<file path="src/rtl/ycfsm.sv">
// rtl/ycfsm.sv - Morphle Logic yellow-cell FSM: latches dual-rail in/match tokens and emits their compare result.
// Optional illegal-code detection (sticky err_o) is enabled by defining YCFSM_ILLEGAL_DETECT_EN.
module ycfsm (
    input  logic       clk,
    input  logic       reset,
    input  logic [1:0] in_i,
    input  logic [1:0] match_i,
`ifdef YCFSM_ILLEGAL_DETECT_EN
    output logic       err_o,
`endif
    output logic [1:0] out_o
);

    localparam logic [1:0] V_EMPTY = 2'b00;
    localparam logic [1:0] V_0     = 2'b01;
    localparam logic [1:0] V_1     = 2'b10;
    localparam logic [1:0] V_ILL   = 2'b11;

    logic [1:0] lin_q, lin_d;
    logic [1:0] lmatch_q, lmatch_d;
    logic       inval, matchval, linval, lmatchval, clear;
    logic       in_ok, match_ok;

    assign inval     = in_i[0] | in_i[1];
    assign matchval  = match_i[0] | match_i[1];
    assign linval    = lin_q[0] | lin_q[1];
    assign lmatchval = lmatch_q[0] | lmatch_q[1];
    assign clear     = linval & lmatchval & ~inval & ~matchval;

`ifdef YCFSM_ILLEGAL_DETECT_EN
    logic err_q, err_d;

    // Illegal codes are never latched, so the channel stays empty until a legal token arrives.
    assign in_ok    = (in_i != V_ILL);
    assign match_ok = (match_i != V_ILL);
    assign err_d    = err_q | ~in_ok | ~match_ok;
    assign err_o    = err_q;

    always_ff @(posedge clk or posedge reset) begin
        if (reset) begin
            err_q <= 1'b0;
        end else begin
            err_q <= err_d;
        end
    end
`else
    assign in_ok    = 1'b1;
    assign match_ok = 1'b1;
`endif

    always_comb begin
        lin_d    = lin_q;
        lmatch_d = lmatch_q;
        if (clear) begin
            lin_d    = V_EMPTY;
            lmatch_d = V_EMPTY;
        end else begin
            if (!linval && inval && in_ok) begin
                lin_d = in_i;
            end
            if (!lmatchval && matchval && match_ok) begin
                lmatch_d = match_i;
            end
        end
    end

    always_ff @(posedge clk or posedge reset) begin
        if (reset) begin
            lin_q    <= V_EMPTY;
            lmatch_q <= V_EMPTY;
        end else begin
            lin_q    <= lin_d;
            lmatch_q <= lmatch_d;
        end
    end

    always_comb begin
        out_o = V_EMPTY;
        if (linval && lmatchval) begin
            out_o = (lin_q == lmatch_q) ? V_1 : V_0;
        end
    end

endmodule

</file>
<file path="config.mk">
export PLATFORM = sky130hd
export DESIGN_NAME = ycfsm
export DESIGN_NICKNAME = d
export VERILOG_FILES = /design/src/rtl/ycfsm.sv
export SDC_FILE = /design/constraint.sdc
export NUM_CORES = 1
export LEC_CHECK = 0
export ABC_AREA = 1
export CORE_AREA = 2 2 39 41
export CTS_BUF_LIST = sky130_fd_sc_hd__clkbuf_4 sky130_fd_sc_hd__clkbuf_8 sky130_fd_sc_hd__clkbuf_16
export DETAILED_ROUTE_END_ITERATION = 12
export DIE_AREA = 0 0 41 43
export SYNTH_ARGS = -nofsm -noshare
export SYNTH_HDL_FRONTEND = slang
export SYNTH_SLANG_ARGS = --single-unit
</file>
<file path="constraint.sdc">
create_clock -name clk -period 2.83 [get_ports clk]
set_input_delay 0.7075 -clock clk [delete_from_list [all_inputs] [get_ports clk]]
set_output_delay 0.7075 -clock clk [all_outputs]
set_load 0.02 [all_outputs]
</file>
==> summary.txt, run 1 <==
Worst setup path
  • CP max FO: 3
  • Critical path required time: 2.12 ns
  • Critical Path AT: 1.61 ns
  • Critical-path top delay cell: clkdlybuf4s50_1
  • CP max stage delay: 0.61 ns
  • Crit Path Category: reg2out
  • Worst setup SP type: register
  • Worst-path cell chain: nor2_2 -> nor2_4 -> inv_1 -> a21oi_1 -> clkdlybuf4s50_1
  • Worst setup EP type: output port

Cells and area
  • Layout cell share with drive strength beyond 1: 20.8%
  • Util after Layout: 27.8%
  • Area Growth Syn to Fin: 41.5%
  • Diodes inserted: 0
  • Nets: 56
  • Fill count: 160

STA
  • Setup TNS: 0 ns
  • Final period util: 81.8%
  • Fmax: 0.432 GHz
  • RSZ-0062 raised after global routing: false
  • Final setup violating endpoints: 0
  • Setup Skew: 0.00443 ns
  • Max_slew headroom: 85.9%
  • Hold Fails Final Rpt: 0
  • Pins over their slew limit: 0
  • Worst Tran Pin Value: 0.211 ns
  • Final min period: 2.31 ns

Drt
  • Total wire length: 444 µm
  • Wire length per cell: 6.94 µm
  • First drt pass iteration count: 1
  • DRC: 0
  • Via-to-Cell Ratio: 3.50
  • Via count: 224
  • Iteration-0 DRC Markers: 0
  • ANT nets after route: 0

Global routing
  • Largest net degree at the start of global routing: 7
  • Initial antenna violation count: 0
  • Vias in the first global route: 222
  • Gr usage total: 6.96%
  • Grt ovf: 0
  • First-pass GRT wire length: 772 µm

Clock tree
  • CTS Buffer Depth: 2
  • Worst-path clk slew: 0.04 ns
  • CTS tree: done
  • Post-CTS setup buffer count: 0
  • Hold_buf cts: 0
  • Worst-Skew Late Latency: 0.23 ns
  • Clock buffer count from CTS: 3
  • Post-CTS resize count: 0
  • CTS root buf: clkbuf_4
  • H-tree levels: 1
  • CTS Sinks: 4

Yosys
  • Flops & latches, synth: 4
  • Synth cell count leaders: 17 x nand2_1, 6 x inv_1, 4 x dfrtp_1
  • Post-synth ARST share: 100%
  • Cell taking the most area after synthesis: dfrtp_1
  • Post-synthesis instance area: 272 µm²
  • Most common cell in the netlist: nand2_1
  • Synth warnings: 0
  • Largest cells by area after synthesis: dfrtp_1 37%, nand2_1 24%, inv_1 8.3%
  • Syn Inst Count: 38
  • Post-synthesis net count: 44
  • Seq/Total Area, Yosys: 36.9%
  • Synth Area per Inst: 7.15 µm²
  • Most common flop cell mapped by yosys: dfrtp_1
  • Top cell type's share of synthesized area: 36.9%
  • Post-synth EDFFs: 0
  • Unique cell type count in the Yosys netlist: 10

Die
  • Area of the core: 1380 µm²
  • Chip height: 43 µm
  • Num ports: 8
  • Die width: 41 µm
  • Initial Util: 19.6%
  • # rows: 14
  • Die area: 1760 µm²

Power and ir drop
  • Leak pwr: 0.199 nW
  • Pwr/cell area: 1110 nW/µm²
  • VDD IR-drop max: 0.326 mV

Run
  • Max Cap Viol: 0

Place
  • DP Wirelength: 385 µm
  • Buffers added on ports: 7
  • RePlAce Congestion: 0.643

Hold path
  • HP Class: reg2reg

Outcome
  • Status: complete, no violations
-- kinds of logic after synthesis --
kind of cell	count (synthesis)	share of synthesized area, %
buf+inv	6	8.29
simple gates	25	46.5
compound gates	1	1.84
xor+xnor	2	6.45
flops	4	36.9
-- state kept, by name, summed over array words and instances, names as in the netlist --
register,count
lin_q,2
lmatch_q,2
-- worst paths after layout --
path,start,to,slack [ns],cells after the start
worst max-delay path,lmatch_q[0]$_DFFE_PP0P_,out_o[0],0.52,5
worst min-delay path,lin_q[0]$_DFFE_PP0P_,lin_q[0]$_DFFE_PP0P_,0.54,2
worst max register to register,lmatch_q[0]$_DFFE_PP0P_,lin_q[1]$_DFFE_PP0P_,1.81,6
worst min register to register,lin_q[0]$_DFFE_PP0P_,lin_q[0]$_DFFE_PP0P_,0.54,2
max in group asynchronous,reset,lin_q[0]$_DFFE_PP0P_,2.02,2
min in group asynchronous,reset,lmatch_q[1]$_DFFE_PP0P_,0.66,2
-- metrics by stage --
step	instances	total power [mW]	hold slack [ns]	worst slack [ns]	area [µm²]
after floorplan	38	0.277	0.474	1.16	272
after global placement	61	0.358	0.529	0.771	362
after detailed placement	61	0.362	0.535	0.758	362
after CTS	64	0.438	0.546	0.494	384
after global routing	64	0.461	0.567	0.435	384
final	64	0.428	0.538	0.516	384
-- final cells by class --
class / instances / area, µm² / share of cell area (%)
Sequential cell: 4 / 100 / 26.1
Clock buffer: 3 / 22.5 / 5.86
Tap cell: 16 / 20.0 / 5.21
Inverter: 6 / 22.5 / 5.86
Multi-Input combinational cell: 28 / 149 / 38.8
Timing Repair Buffer: 7 / 70.1 / 18.2
-- where the power goes --
group	total, mW	switching, mW	internal [mW]
logic	0.243	0.126	0.117
clock network	0.0697	0.0224	0.0474
registers	0.115	0.0297	0.0854
total	0.428	0.179	0.250
-- worst max-delay path, delay by kind of cell, from the launching register on --
family	cells	cell delay, ns
and+or+nand+nor	2	0.20
buffers and inverters	2	0.67
DFF	1	0.38
AOI/OAI and AO/OA	1	0.11
-- metal layers --
metal	up-vias	GRT usage, %	share of wire, %
met5	-	0	0
met4	0	8.00	0
met3	0	1.57	5.9
met2	5	9.06	48
met1	89	8.17	46
li1	130	-	-
-- cell usage in the layout, fill, tap and decap left out, drive strengths merged --
cell,netlist,layout
xnor2,2,2
dfrtp,4,4
inv,6,6
clkbuf,0,3
a21oi,1,1
clkdlybuf4s50,0,7
nand2,20,20
nor2,5,5
Note: power is estimated with default switching activity, not from simulation.
==> inputs of run 2 (changes only) <==
==> constraint.sdc (replaced) <==
create_clock -name clk -period 2.11 [get_ports clk]
set_input_delay 0.5275 -clock clk [delete_from_list [all_inputs] [get_ports clk]]
set_output_delay 0.5275 -clock clk [all_outputs]
set_load 0.02 [all_outputs]
==> summary.txt, run 2 (synthesized netlist as in run 1, its figures left out) <==
Outcome
  • Status: complete, no violations

Clock tree
  • CTS root buf: clkbuf_4
  • Worst-Skew Late Latency: 0.23 ns
  • H-tree levels: 1
  • Clock buffer count from CTS: 3
  • CTS Buffer Depth: 2
  • Hold_buf cts: 0
  • CTS Sinks: 4
  • CTS tree: done
  • Post-CTS resize count: 2
  • Post-CTS setup buffer count: 0
  • Worst-path clk slew: 0.04 ns

Global routing
  • Vias in the first global route: 221
  • Gr usage total: 6.46%
  • Initial antenna violation count: 0
  • First-pass GRT wire length: 738 µm
  • Met2 Use GR: 9.69%
  • Met1 Resource Use GR: 6.86%
  • Met3 Use GR: 1.57%
  • Grt peak-use layer: met2
  • Grt ovf: 0
  • Largest net degree at the start of global routing: 7

Drt
  • Via count: 234
  • DRC: 0
  • Total wire length: 448 µm
  • Wire length per cell: 7.00 µm
  • Via-to-Cell Ratio: 3.66
  • Iteration-0 DRC Markers: 0
  • First drt pass iteration count: 1
  • ANT nets after route: 0

STA
  • Hold Fails Final Rpt: 0
  • Final period util: 88.9%
  • Setup Skew: 0.00251 ns
  • Fmax: 0.533 GHz
  • Max_slew headroom: 86.3%
  • Worst Tran Pin Value: 0.204 ns
  • Final min period: 1.87 ns
  • Setup TNS: 0 ns
  • Pins over their slew limit: 0
  • Final setup violating endpoints: 0
  • Hold WS: 0.474 ns
  • RSZ-0062 raised after global routing: false
  • Final setup margin: 0.235 ns

Die
  • Chip height: 43 µm
  • Num ports: 8
  • Die width: 41 µm
  • Area of the core: 1380 µm²
  • # rows: 14
  • Die area: 1760 µm²
  • Initial Util: 19.6%

Cells and area
  • Design Area, Final: 382 µm²
  • Diodes inserted: 0
  • Nets: 56
  • Layout cell share with drive strength beyond 1: 20.8%
  • Commonest non-fill, non-tap cells in the layout: 17 x nand2_1, 6 x inv_1, 5 x clkdlybuf4s50_1
  • Area Growth Syn to Fin: 40.6%
  • Commonest non-fill, non-tap cell in the layout: nand2_1
  • Top flop regs: lin_q x2, lmatch_q x2
  • Fill count: 159

Worst setup path
  • Worst setup EP type: output port
  • CP max FO: 3
  • Worst setup SP type: register
  • RR Startpoint: lmatch_q[0]$_DFFE_PP0P_
  • Critical path required time: 1.58 ns
  • Capturing point of the worst reg2reg path: lin_q[1]$_DFFE_PP0P_
  • R2r worst-path depth: 6
  • Crit Path Category: reg2out
  • Reg2Reg Setup Slack: 1.10 ns
  • Critical Path AT: 1.35 ns

Power and ir drop
  • Pwr/cell area: 1420 nW/µm²
  • Leak pwr: 0.203 nW
  • VDD IR-drop max: 0.434 mV

Place
  • Buffers added on ports: 7
  • DP Wirelength: 391 µm
  • Placed instance area: 362 µm²
  • Dpl ws: 0.180 ns
  • RePlAce Congestion: 0.666

Run
  • Max Cap Viol: 0

Hold path
  • HP Class: in2async
run 2: cell types whose count changed in the layout (fill, tap and decap cells not counted), sizes merged:
cell | before | now
clkdlybuf4s50 | 7 | 5
dlygate4sd2 | 0 | 2
run 2: per-layer routing:
layer / routed length [µm] / vias up
met4: 0 / 0
met5: 0 / -
met3: 28 / 0
met1: 198 / 98
li1: - / 131
met2: 222 / 5
run 2: area by class of cell:
cell class | instances | area, µm² | share of cell area (%)
well taps | 16 | 20.0 | 5.25
clock buffers | 3 | 22.5 | 5.90
inverters | 6 | 22.5 | 5.90
flip-flops and latches | 4 | 100 | 26.2
multi-input cells | 28 | 149 | 39.0
repair buffers | 7 | 67.6 | 17.7
run 2: worst max path at each step:
stage | start | to | cells past startpoint | slack, ns
detailed placement | lmatch_q[1]$_DFFE_PP0P_ | out_o[1] | 4 | 0.18
CTS | lmatch_q[1]$_DFFE_PP0P_ | out_o[1] | 4 | 0.21
global placement | lmatch_q[0]$_DFFE_PP0P_ | out_o[0] | 5 | 0.22
floorplan | lmatch_q[0]$_DFFE_PP0P_ | out_o[0] | 4 | 0.62
global route | lmatch_q[1]$_DFFE_PP0P_ | out_o[1] | 4 | 0.15
finish | lmatch_q[1]$_DFFE_PP0P_ | out_o[1] | 4 | 0.24
run 2: per-stage QoR:
stage,cells,util [%],power (mW)
after floorplan,38,-,0.371
after global placement,61,26.1,0.481
after detailed placement,61,26.1,0.490
after CTS,64,27.6,0.556
after global routing,64,27.6,0.588
final,64,27.6,0.542
run 2: worst max-delay path, cell delays in order (launching register included):
cell           delay [ns]
dfrtp_1              0.41
xnor2_1              0.23
nand2_1              0.08
nor2_1               0.08
dlygate4sd2_1        0.33
run 2: where the power goes:
| group | total, mW | internal [mW] | switching, mW |
|---|---|---|---|
| combinational | 0.296 | 0.127 | 0.169 |
| sequential | 0.155 | 0.115 | 0.0408 |
| clock | 0.0906 | 0.0633 | 0.0273 |
| total | 0.542 | 0.305 | 0.237 |
